[config.mk]
export PLATFORM = sky130hd
export DESIGN_NAME = rob_complete_arbiter
export DESIGN_NICKNAME = d
export VERILOG_FILES = /design/src/rtl/params_pkg.sv /design/src/rtl/rob_complete_arbiter.sv
export SDC_FILE = /design/constraint.sdc
export NUM_CORES = 1
export LEC_CHECK = 0
export CAP_MARGIN = 20
export CORE_MARGIN = 1.5
export CORE_UTILIZATION = 44
export DETAILED_ROUTE_END_ITERATION = 7
export HOLD_SLACK_MARGIN = 0.08
export PLACE_DENSITY = 0.67
export SLEW_MARGIN = 40
export SYNTH_ARGS = -nofsm -noshare
export SYNTH_HDL_FRONTEND = slang
export SYNTH_SLANG_ARGS = --single-unit
[constraint.sdc]
create_clock -name clk_i -period 7.8 [get_ports clk_i]
set_clock_uncertainty 0.2 [all_clocks]
set_input_delay 0.78 -clock clk_i [delete_from_list [all_inputs] [get_ports clk_i]]
set_output_delay 0.78 -clock clk_i [all_outputs]
set_load 0.05 [all_outputs]
[src/rtl/params_pkg.sv]
// Project-wide widths shared by the ROB and the blocks that feed it.
package params_pkg;
    parameter int ROB_ENTRY_WIDTH = 6;
    parameter int DATA_WIDTH      = 32;
endpackage

[src/rtl/rob_complete_arbiter.sv]
// Buffers completions from several execute units and serialises them round-robin onto the ROB completion port.
// Optional per-source stall/grant counters are built when COMPLETE_ARB_STATS_EN is defined.
module rob_complete_arbiter #(
    parameter int NUM_SRC         = 3,
    parameter int FIFO_DEPTH      = 2,
    parameter int ROB_ENTRY_WIDTH = params_pkg::ROB_ENTRY_WIDTH,
    parameter int DATA_WIDTH      = params_pkg::DATA_WIDTH
) (
    input  logic                                      clk_i,
    input  logic                                      rst_i,
    input  logic                                      flush_i,
    input  logic [NUM_SRC-1:0]                        src_valid_i,
    output logic [NUM_SRC-1:0]                        src_ready_o,
    input  logic [NUM_SRC-1:0][ROB_ENTRY_WIDTH-1:0]   src_idx_i,
    input  logic [NUM_SRC-1:0][DATA_WIDTH-1:0]        src_data_i,
    input  logic [NUM_SRC-1:0]                        src_excp_i,
    output logic                                      complete_valid_o,
    output logic [ROB_ENTRY_WIDTH-1:0]                complete_idx_o,
    output logic [DATA_WIDTH-1:0]                     complete_data_o,
    output logic                                      complete_excp_o
`ifdef COMPLETE_ARB_STATS_EN
    ,
    output logic [NUM_SRC-1:0][31:0]                  stall_cnt_o,
    output logic [NUM_SRC-1:0][31:0]                  grant_cnt_o
`endif
);
    localparam int CNT_W = $clog2(FIFO_DEPTH + 1);
    localparam int PTR_W = (FIFO_DEPTH > 1) ? $clog2(FIFO_DEPTH) : 1;
    localparam int RR_W  = $clog2(NUM_SRC);
    localparam int ENT_W = ROB_ENTRY_WIDTH + DATA_WIDTH + 1;

    localparam logic [CNT_W-1:0] DEPTH_C  = CNT_W'(FIFO_DEPTH);
    localparam logic [CNT_W-1:0] CNT_ONE  = CNT_W'(1);
    localparam logic [PTR_W-1:0] PTR_LAST = PTR_W'(FIFO_DEPTH - 1);
    localparam logic [PTR_W-1:0] PTR_ONE  = PTR_W'(1);
    localparam logic [RR_W-1:0]  RR_LAST  = RR_W'(NUM_SRC - 1);
    localparam logic [RR_W-1:0]  RR_ONE   = RR_W'(1);

    logic [ENT_W-1:0]                 mem_q [NUM_SRC][FIFO_DEPTH];
    logic [NUM_SRC-1:0][CNT_W-1:0]    count_q, count_d;
    logic [NUM_SRC-1:0][PTR_W-1:0]    wr_ptr_q, wr_ptr_d;
    logic [NUM_SRC-1:0][PTR_W-1:0]    rd_ptr_q, rd_ptr_d;
    logic [RR_W-1:0]                  rr_q, rr_d;
    logic                             valid_q, valid_d;
    logic [ROB_ENTRY_WIDTH-1:0]       idx_q, idx_d;
    logic [DATA_WIDTH-1:0]            data_q, data_d;
    logic                             excp_q, excp_d;

    logic [NUM_SRC-1:0]               push;
    logic [NUM_SRC-1:0]               pop;
    logic                             grant;
    logic [RR_W-1:0]                  winner;
    logic [ENT_W-1:0]                 head;

    function automatic logic [PTR_W-1:0] ptr_inc(input logic [PTR_W-1:0] p);
        return (p == PTR_LAST) ? '0 : p + PTR_ONE;
    endfunction

    // No pass-through: readiness looks only at registered occupancy.
    always_comb begin
        src_ready_o = '0;
        push        = '0;
        for (int k = 0; k < NUM_SRC; k++) begin
            src_ready_o[k] = (count_q[k] < DEPTH_C) && !flush_i;
            push[k]        = src_valid_i[k] && src_ready_o[k];
        end
    end

    always_comb begin
        int c;
        grant  = 1'b0;
        winner = rr_q;
        c      = 0;
        for (int i = 0; i < NUM_SRC; i++) begin
            c = int'(rr_q) + i;
            if (c >= NUM_SRC) begin
                c = c - NUM_SRC;
            end
            if (!grant && !flush_i && (count_q[c] != '0)) begin
                grant  = 1'b1;
                winner = RR_W'(c);
            end
        end
        pop = '0;
        for (int k = 0; k < NUM_SRC; k++) begin
            pop[k] = grant && (winner == RR_W'(k));
        end
        head = mem_q[winner][rd_ptr_q[winner]];
    end

    always_comb begin
        count_d  = count_q;
        wr_ptr_d = wr_ptr_q;
        rd_ptr_d = rd_ptr_q;
        rr_d     = rr_q;
        valid_d  = grant;
        idx_d    = idx_q;
        data_d   = data_q;
        excp_d   = excp_q;
        if (flush_i) begin
            count_d  = '0;
            wr_ptr_d = '0;
            rd_ptr_d = '0;
        end else begin
            for (int k = 0; k < NUM_SRC; k++) begin
                if (push[k]) begin
                    wr_ptr_d[k] = ptr_inc(wr_ptr_q[k]);
                end
                if (pop[k]) begin
                    rd_ptr_d[k] = ptr_inc(rd_ptr_q[k]);
                end
                if (push[k] && !pop[k]) begin
                    count_d[k] = count_q[k] + CNT_ONE;
                end else if (!push[k] && pop[k]) begin
                    count_d[k] = count_q[k] - CNT_ONE;
                end
            end
            if (grant) begin
                rr_d   = (winner == RR_LAST) ? '0 : winner + RR_ONE;
                idx_d  = head[ENT_W-1 -: ROB_ENTRY_WIDTH];
                data_d = head[DATA_WIDTH:1];
                excp_d = head[0];
            end
        end
    end

    // Storage is not reset; occupancy alone decides what is valid.
    always_ff @(posedge clk_i) begin
        for (int k = 0; k < NUM_SRC; k++) begin
            if (push[k]) begin
                mem_q[k][wr_ptr_q[k]] <= {src_idx_i[k], src_data_i[k], src_excp_i[k]};
            end
        end
    end

    always_ff @(posedge clk_i or negedge rst_i) begin
        if (!rst_i) begin
            count_q  <= '0;
            wr_ptr_q <= '0;
            rd_ptr_q <= '0;
            rr_q     <= '0;
            valid_q  <= 1'b0;
            idx_q    <= '0;
            data_q   <= '0;
            excp_q   <= 1'b0;
        end else begin
            count_q  <= count_d;
            wr_ptr_q <= wr_ptr_d;
            rd_ptr_q <= rd_ptr_d;
            rr_q     <= rr_d;
            valid_q  <= valid_d;
            idx_q    <= idx_d;
            data_q   <= data_d;
            excp_q   <= excp_d;
        end
    end

    assign complete_valid_o = valid_q;
    assign complete_idx_o   = idx_q;
    assign complete_data_o  = data_q;
    assign complete_excp_o  = excp_q;

`ifdef COMPLETE_ARB_STATS_EN
    logic [NUM_SRC-1:0][31:0] stall_cnt_q, stall_cnt_d;
    logic [NUM_SRC-1:0][31:0] grant_cnt_q, grant_cnt_d;

    function automatic logic [31:0] sat_inc(input logic [31:0] v);
        return (v == 32'hFFFF_FFFF) ? v : v + 32'd1;
    endfunction

    always_comb begin
        stall_cnt_d = stall_cnt_q;
        grant_cnt_d = grant_cnt_q;
        for (int k = 0; k < NUM_SRC; k++) begin
            if (src_valid_i[k] && !src_ready_o[k]) begin
                stall_cnt_d[k] = sat_inc(stall_cnt_q[k]);
            end
            if (pop[k]) begin
                grant_cnt_d[k] = sat_inc(grant_cnt_q[k]);
            end
        end
    end

    // Statistics survive flush; only reset clears them.
    always_ff @(posedge clk_i or negedge rst_i) begin
        if (!rst_i) begin
            stall_cnt_q <= '0;
            grant_cnt_q <= '0;
        end else begin
            stall_cnt_q <= stall_cnt_d;
            grant_cnt_q <= grant_cnt_d;
        end
    end

    assign stall_cnt_o = stall_cnt_q;
    assign grant_cnt_o = grant_cnt_q;
`endif
endmodule
======== Word-level counts from Yosys, hierarchy flattened ========
Memory sizes are Yosys's and may differ from the RTL's.
Index checks and enable logic that the tools add are counted.
word-level totals
  input port bits ......................... 123
  register bits ........................... 54
  output and inout port bits .............. 43
  memories kept ........................... 1
  memory bits (writable) .................. 234
memory list
  name   words  width  read ports  clocked after Yosys merged registers in  write ports  RTL line                    source
  mem_q  3      78     1           0                                        3            rob_complete_arbiter.sv:39  logic [ENT_W-1:0] mem_q [NUM_SRC][FIFO_DEPTH];
operators by class
  bitwise gates (word level) .............. 5
  add/subtract/negate cells ............... 18
  equality and inequality tests ........... 2
  reductions and logical operators ........ 46
  multiplexer cells ....................... 57
  magnitude comparators ................... 17
operator list
  cell                                                                                  count
  39-bit two-way mux                                                                    6
  78-bit two-way mux                                                                    3
  39-bit demux with 1-bit select                                                        3
  32-bit by 4-bit < comparator with 1-bit output (second input constant)                3
  32-bit two-way mux                                                                    3
  2-bit two-way mux                                                                     16
  1-bit logical AND                                                                     23
  1-bit two-way mux                                                                     19
  2-bit nonzero test                                                                    9
  2-bit binary-select mux with 2-bit select                                             3
  2-bit greater-or-equal comparator (second input constant)                             5
  1-bit logical NOT                                                                     9
  3-bit nonzero test                                                                    3
  2-bit by 1-bit adder with 2-bit output (second input constant)                        4
  1-bit inverter with 2-bit output                                                      4
  3-bit by 2-bit subtractor with 4-bit output (second input constant)                   2
  1-bit adder (second input constant)                                                   6
  3-bit by 2-bit greater-or-equal comparator with 1-bit output (second input constant)  2
  2-bit by 1-bit < comparator with 1-bit output (second input constant)                 3
  2-bit < comparator (second input constant)                                            3
  3-bit two-way mux                                                                     2
  6-bit two-way mux                                                                     1
  2-bit by 1-bit subtractor with 2-bit output (second input constant)                   3
  2-bit by 1-bit adder with 3-bit output (second input constant)                        1
  other kinds (9)                                                                       9

======== Longest topological paths before layout ========
Gate-level depths: netlist of the first run.
  word-level depth ........................ 22
  mapped depth ............................ 14
  mapped depth without buffers ............ 11

======== Worst setup path before layout of the first run ========
No wires, ideal clock.
  path kind ............................... input to register
  start ................................... in flush_i
  end ..................................... mem mem_q[0][39] (netlist name) (enable)
  path slack .............................. 3711 ps
  setup time .............................. 435 ps
  required time ........................... 7165 ps
  stages .................................. 4
  path buffers ............................ 1
  arrival time ............................ 3454 ps
  path through ............................ clkbuf_1 > nor2_1 > nand2_1 > nor2_1
RTL lines
  element          RTL line                    source
  start, declared  rob_complete_arbiter.sv:11  input logic flush_i,
  end, declared    rob_complete_arbiter.sv:39

======== Final worst setup path of the first run ========
  start ................................... reg rr_q[0]
  end ..................................... reg data_q[15], in the netlist complete_data_o[15]
between the ends
  word-level cells in the longest chain between the ends .. 22
  elaborated cells between the ends (all ways) .. 44
  classes of those cells .................. 5 x add/sub; 3 x order compare; 23 x mux; 1 x bitwise; 11 x reduce/logical; 1 x memory
ends and longest elaborated chain
  element                                                                                               RTL line                     source
  start, declared                                                                                       rob_complete_arbiter.sv:43   logic [RR_W-1:0] rr_q, rr_d;
  start signal, assigned                                                                                rob_complete_arbiter.sv:150  rr_q <= rr_d;
  parallel branches: the longest is 22 deep, another holds 3-bit by 2-bit subtractor with 4-bit output  n/a
  end signal, assigned                                                                                  rob_complete_arbiter.sv:153  data_q <= data_d;
  end, declared                                                                                         rob_complete_arbiter.sv:46   logic [DATA_WIDTH-1:0] data_q, data_d;
Parallel ways; which one is timed is not known. The select of a mux whose other input is x is not followed.
A chain may end at the register's enable or synchronous reset.

==> results of run 1 <==
what timing repair did:
item | in CTS | in global routing
hold buffers | 0 | 1
setup buffers | 0 | 0
hold endpoints to repair | 0 | 23
final cells by class:
| class | instances | area share (%) |
|---|---|---|
| clock buffers | 32 | 5.197 |
| clock inverters | 21 | 1.802 |
| inverters | 4 | 0.1045 |
| multi-input cells | 404 | 19.08 |
| flip-flops and latches | 288 | 58.29 |
| well taps | 330 | 2.873 |
| repair buffers | 181 | 12.66 |
state kept, by name, indices dropped and copies added (netlist names):
name / flops
mem_q: 234
complete_idx_o: 6
complete_valid_o: 1
rr_q: 2
count_q: 6
rd_ptr_q: 3
wr_ptr_q: 3
complete_excp_o: 1
complete_data_o: 32
final timing paths:
| check | slack (ns) | depth (start not counted) | to |
|---|---|---|---|
| max | 3.15 | 14 | complete_data_o[15]$_DFFE_PN0P_ |
| min | 0.31 | 1 | rd_ptr_q[0]$_DFFE_PN0P_ |
| max reg2reg | 3.15 | 14 | complete_data_o[15]$_DFFE_PN0P_ |
| min reg2reg | 0.31 | 1 | rd_ptr_q[0]$_DFFE_PN0P_ |
| max in group asynchronous | 6.41 | 3 | complete_valid_o$_DFF_PN0_ |
| min in group asynchronous | 0.50 | 2 | complete_data_o[7]$_DFFE_PN0P_ |
cells by family (layout without fill, tap and decap cells):
kind of cell    count (synthesis)  after routing  share of synthesized area, %
simple gates                  168            168                         7.071
buf+inv                        50            238                         1.973
mux                            82             82                         7.392
fa+ha+maj                       3              3                        0.3325
flops                         288            288                         74.21
compound gates                141            141                         8.246
xor+xnor                       10             10                        0.7758
placed cells by master (no fill, tap or decap), types with 6 or more instances in the layout:
cell             Yosys  final
nor2_1             101     97
a221o_1             39     39
dfrtp_1             54     54
mux2i_1             80     79
buf_4                3     11
xnor2_1              9      9
a21oi_1             84     84
clkinv_2             0      9
bufinv_16            0      6
and3_1              42     39
edfxtp_1           234    234
clkdlybuf4s50_1      0    164
o21ai_0              8      8
clkbuf_16            0     29
where the power goes:
| group | total [µW] | switching [µW] | internal (µW) |
|---|---|---|---|
| Clock | 1440 | 555 | 886 |
| Sequential | 2050 | 132 | 1910 |
| Combinational | 2750 | 1670 | 1080 |
| Total | 6240 | 2360 | 3880 |
stage by stage:
stage / std cells / hold WS (ns) / area (µm²) / total power, µW
floorplan: 742 / 0.2608 / 11290 / 4067
global placement: 1203 / 0.2946 / 13290 / 4731
detailed placement: 1205 / 0.2978 / 13330 / 4838
CTS: 1258 / 0.1354 / 14340 / 6282
global route: 1260 / 0.3391 / 14370 / 6596
finish: 1260 / 0.3083 / 14370 / 6236
metal layers:
| layer | global-route usage (%) | vias up |
|---|---|---|
| met5 | 0 | - |
| met4 | 5.379 | 0 |
| met3 | 2.666 | 39 |
| met2 | 31.45 | 216 |
| met1 | 25.96 | 3260 |
| li1 | - | 3162 |
worst register-to-register path, stage by stage (launching register included):
cell	delay [ns]
dfrtp_1	0.43
ha_1	0.33
nor3_2	0.29
a211oi_1	0.08
a21oi_1	0.23
or4b_4	0.55
mux2i_4	0.20
buf_4	0.57
nand3_1	0.27
o21ai_4	0.10
buf_4	0.42
nor2_4	0.19
buf_8	0.21
buf_16	0.16
a221o_1	0.30
==> results.toml, run 1 <==
[clock_tree]
cts_buffer_depth = 3
insertion_delay_ns = 0.53
htree_levels = 1
cts.sinks = 288
cts_tree = "built"
cts-buffers-inserted = 29
cts_root_buf = "clkbuf_16"
ctsResizeCount = 0
clkTransAtPathRegs_ns = 0.06

[setup_path]
rr_startpoint = "rr_q[0]$_DFFE_PN0P_"
crit_chain = "ha_1 -> nor3_2 -> a211oi_1 -> a21oi_1 -> or4b_4 -> mux2i_4 -> buf_4 -> nand3_1 -> o21ai_4 -> buf_4 -> nor2_4 -> buf_8 -> buf_16 -> a221o_1"
cp.required_ns = 8.01
crit_path_start_kind = "flop"
crit_slowest_cell = "buf_4"
worst_ep_arrival_time_ns = 4.86
startpoint = "rr_q[0]$_DFFE_PN0P_"
path_buf_inv = 4
max_stage_delay_ns = 0.57
worst_setup_path_end_kind = "flop"
cp_common_cell = "buf_4"
path_max_fanout = 74
path_delay_family = "buffers and inverters"
worstSetupPathType = "reg2reg"

[global_route]
overflow = 0
track_usage_pct = 18.89
grt_first_pass_wirelength_um = 37810
grt_pass1_vias = 6871
antenna_found_initial = 0
grt_max_degree = 88

[routing]
wl_met1_um = 10670
wl_met3_um = 1573
dr.pass1.iters = 5
viasPerCell = 5.299
wl_per_cell_um = 19.73
drt_iter0_drc = 445
drc_errors = 0
ant_nets = 0
vias = 6677
met2_length_um = 12090
top_layer_used = "met4"
wirelength_um = 24860

[finish]
fin_nets = 1034
antenna_cells = 0
regArea_um2 = 8378
multi_input_area_um2 = 2743
drive_gt1_share_pct = 8.710
post-route-util_pct = 57.08
area_growth_pct = 27.32
fillerInstances = 1935

[placed_design]
io_buffers = 165
gp_congestion = 0.8322
post-place-ws_ns = 2.542
hpwl_um = 14810

[synthesis]
yosys_most_used_dff = "edfxtp_1"
synthTopCellsByCount = "edfxtp_1 (234), nor2_1 (101), a21oi_1 (84)"
syn_avg_cell_area_um2 = 15.22
synth_fp_nets = 868
async_flop_share_pct = 18.75
synth_top_area_share_pct = 62.24
ys_seq_elements = 288
synth.distinct_cells = 37
synthTopCellsByArea = "edfxtp_1 (62%), dfrtp_1 (12%), mux2i_1 (7.1%)"
yosysMostFrequentCell = "edfxtp_1"
ys_warn_count = 0
yosysTopAreaCell = "edfxtp_1"
syn-instance-count = 742
netlist_area_um2 = 11290
synth-seq-area-share_pct = 74.21
synth_enable_flop_cells = 234

[timing]
slew_headroom_pct = 45.46
hold_viol = 0
tightest_slew_ns = 0.8156
fmax_mhz = 215.1
setup_ws_ns = 3.150
fin_setup_tns_ns = 0
finalMaxSlewViolations = 0
fin_crit_ns = 4.650
rsz0062_at_grt = "false"
min_period_over_period_pct = 59.62
setup_viol = 0

[power]
irDropWorstVdd_mv = 0.3724
cellPowerDensity_nw_per_um2 = 433.8
leakage_uw = 0.005268

[floorplanning]
core-area_um2 = 25180
rows = 58
ios = 166
initial_core_util_pct = 44.83
design.die.area_um2 = 26630
die_w_um = 163.2
die_h_um = 163.2

[worst_hold_path]
min_from = "rd_ptr_q[0]$_DFFE_PN0P_"
min_path_type = "reg2reg"

[status]
status = "complete, no violations"

[flow_run]
cap_violations = 0
No activity file was read; power rests on OpenSTA's default activity.
==> run 2: changes to the inputs <==
--- a/config.mk
+++ b/config.mk
@@ -10,7 +10,7 @@
 export CORE_UTILIZATION = 44
 export DETAILED_ROUTE_END_ITERATION = 7
 export HOLD_SLACK_MARGIN = 0.08
-export PLACE_DENSITY = 0.67
+export PLACE_DENSITY = 0.69
 export SLEW_MARGIN = 40
 export SYNTH_ARGS = -nofsm -noshare
 export SYNTH_HDL_FRONTEND = slang
==> constraint.sdc (replaced) <==
create_clock -name clk_i -period 3.9 [get_ports clk_i]
set_clock_uncertainty 0.2 [all_clocks]
set_input_delay 0.39 -clock clk_i [delete_from_list [all_inputs] [get_ports clk_i]]
set_output_delay 0.39 -clock clk_i [all_outputs]
set_load 0.05 [all_outputs]
==> run 2 against run 1 <==
Net effect:
- count of clock-buffer cells in the layout up 5
- sequential share of layout area fell by 0.88 points
- core utilization is 0.87 points higher
- sequential power increased by 99%
- sequential cell count did not move
- cell count rose by 1.6%
- final area increased by 1.5%
- die area stayed put
- global-route usage is 1.1 points higher
- first-iteration DRC count is 9.7% higher
- combinational power increased by 110%
- power is 110% higher
- critical path type unchanged
- critical endpoint is now complete_data_o[14]$_DFFE_PN0P_
- largest cell class unchanged
==> results.toml, run 2 (synthesis results as in run 1) <==
[status]
status = "complete, no violations"

[finish]
layout_commonest_cell = "edfxtp_1"
area_growth_pct = 29.27
post-route-util_pct = 57.95
instances_no_fill = 1280
final_cell_area_um2 = 14590
drive_gt1_share_pct = 10.33
largest_reg_flops = 234
fin_nets = 1051
layout_common_cells = "edfxtp_1 (234), clkdlybuf4s50_1 (164), nor2_1 (97)"

[routing]
drc_errors = 0
wirelength_um = 26840
ant_nets = 0
dr.pass1.iters = 5
wl_per_cell_um = 20.97
vias = 6905
drt_iter0_drc = 488
viasPerCell = 5.395

[timing]
fmax_mhz = 263.1
rsz0062_at_grt = "true"
setup_ws_ns = 0.09937
min_period_over_period_pct = 97.45
slew_headroom_pct = 52.64
hold_viol = 0
fin_crit_ns = 3.801
setup_viol = 0
finalMaxSlewViolations = 0
tightest_slew_ns = 0.7104

[setup_path]
cp.required_ns = 4.12
worst_setup_path_end_kind = "flop"
worstSetupPathType = "reg2reg"
rr_startpoint = "rr_q[0]$_DFFE_PN0P_"
path_max_fanout = 47
r2r_end = "complete_data_o[14]$_DFFE_PN0P_"
reg2reg_depth = 11
crit_path_start_kind = "flop"
r2r_setup_slack_ns = 0.1
worst_ep_arrival_time_ns = 4.02

[global_route]
grt_max_degree = 160
grt_first_pass_wirelength_um = 39700
grt_pass1_vias = 6931
overflow = 0
track_usage_pct = 19.98
antenna_found_initial = 2

[power]
p_total_uw = 12890
swShare_pct = 38.24
p_sw_uw = 4928
internal_power_uw = 7960
pwr-share-clk_pct = 22.9
p_seq_share_pct = 31.6
power_frac_comb_pct = 45.5
irDropWorstVdd_mv = 0.6440
leakage_uw = 0.005376
cellPowerDensity_nw_per_um2 = 883.1

[flow_run]
cap_violations = 0

[floorplanning]
core-area_um2 = 25180
rows = 58
die_w_um = 163.2
ios = 166
initial_core_util_pct = 44.83
design.die.area_um2 = 26630
die_h_um = 163.2

[placed_design]
hpwl_um = 15530
placed_cell_area_um2 = 13490
dp.cells = 1221
gp_congestion = 0.8274
io_buffers = 165
post-place-ws_ns = -0.07937

[clock_tree]
cts-buffers-inserted = 30
cts.sinks = 288
cts_buffer_depth = 3
cts_root_buf = "clkbuf_16"
cts_tree = "built"
clkTransAtPathRegs_ns = 0.06
insertion_delay_ns = 0.54
htree_levels = 1

[worst_hold_path]
min_path_type = "in2async"
==> run 2: worst max-delay path by stage <==
| stage | startpoint | end | slack [ns] | cells past startpoint |
|---|---|---|---|---|
| after detailed placement | rr_q[0]$_DFFE_PN0P_ | complete_data_o[24]$_DFFE_PN0P_ | -0.08 | 11 |
| after global routing | rr_q[0]$_DFFE_PN0P_ | complete_idx_o[4]$_DFFE_PN0P_ | -0.06 | 11 |
| after floorplan | flush_i | mem_q[0][39]$_DFFE_PP_ | 0.20 | 4 |
| after CTS | rr_q[0]$_DFFE_PN0P_ | complete_idx_o[4]$_DFFE_PN0P_ | 0.03 | 11 |
| after global placement | rr_q[0]$_DFFE_PN0P_ | complete_data_o[27]$_DFFE_PN0P_ | 0.03 | 11 |
| final | rr_q[0]$_DFFE_PN0P_ | complete_data_o[14]$_DFFE_PN0P_ | 0.1 | 11 |
==> run 2: what timing repair did <==
action / in CTS / in global routing
setup buffers: 0 / 0
hold buffers: 1 / 0
pin swaps: 0 / 0
gates cloned: 0 / 1
gates resized for setup: 1 / 5
hold endpoints to repair: 54 / 0
endpoints found under the setup margin: 22 / 43
==> run 2: cell type report <==
cell class	count	area, µm²
Multi-Input combinational cell	404	2743
Inverter	4	15.01
Tap cell	330	412.9
Sequential cell	288	8378
Timing Repair Buffer	197	1996
Antenna cell	1	2.502
Fill cell	1910	10590
Clock inverter	19	229.0
Clock buffer	37	818.3
==> run 2: metrics by stage <==
stage	hold slack (ns)	setup TNS, ns
2_1_floorplan	-0.1056	0
3_3_place_gp	0.2958	0
3_5_place_dp	0.2018	-0.8434
4_1_cts	0.1819	0
5_1_grt	0.2055	-0.4277
6_report	0.1747	0
==> run 2: power groups by stage <==
stage               Clock [µW]  Combinational, µW  Sequential (µW)
global route              3130               6320             4120
floorplan                    0               3360             4780
detailed placement           0               5710             4130
global placement             0               5530             4140
CTS                       3010               5720             4080
finish                    2950               5860             4080
==> run 2: worst max-delay path, stage by stage (launching register included) <==
cell      delay (ns)
dfrtp_1         0.40
ha_1            0.31
nor3_2          0.30
a211oi_1        0.09
a21oi_1         0.22
or4b_4          0.55
mux2i_4         0.31
buf_8           0.43
mux2i_1         0.28
a21oi_1         0.10
and3_1          0.20
a221o_1         0.26
==> run 2: layer usage <==
metal	part of all wire, %	global-route usage (%)
met5	0.063	0
met4	1.6	5.379
met3	6.6	3.504
met2	48	33.28
met1	44	27.10
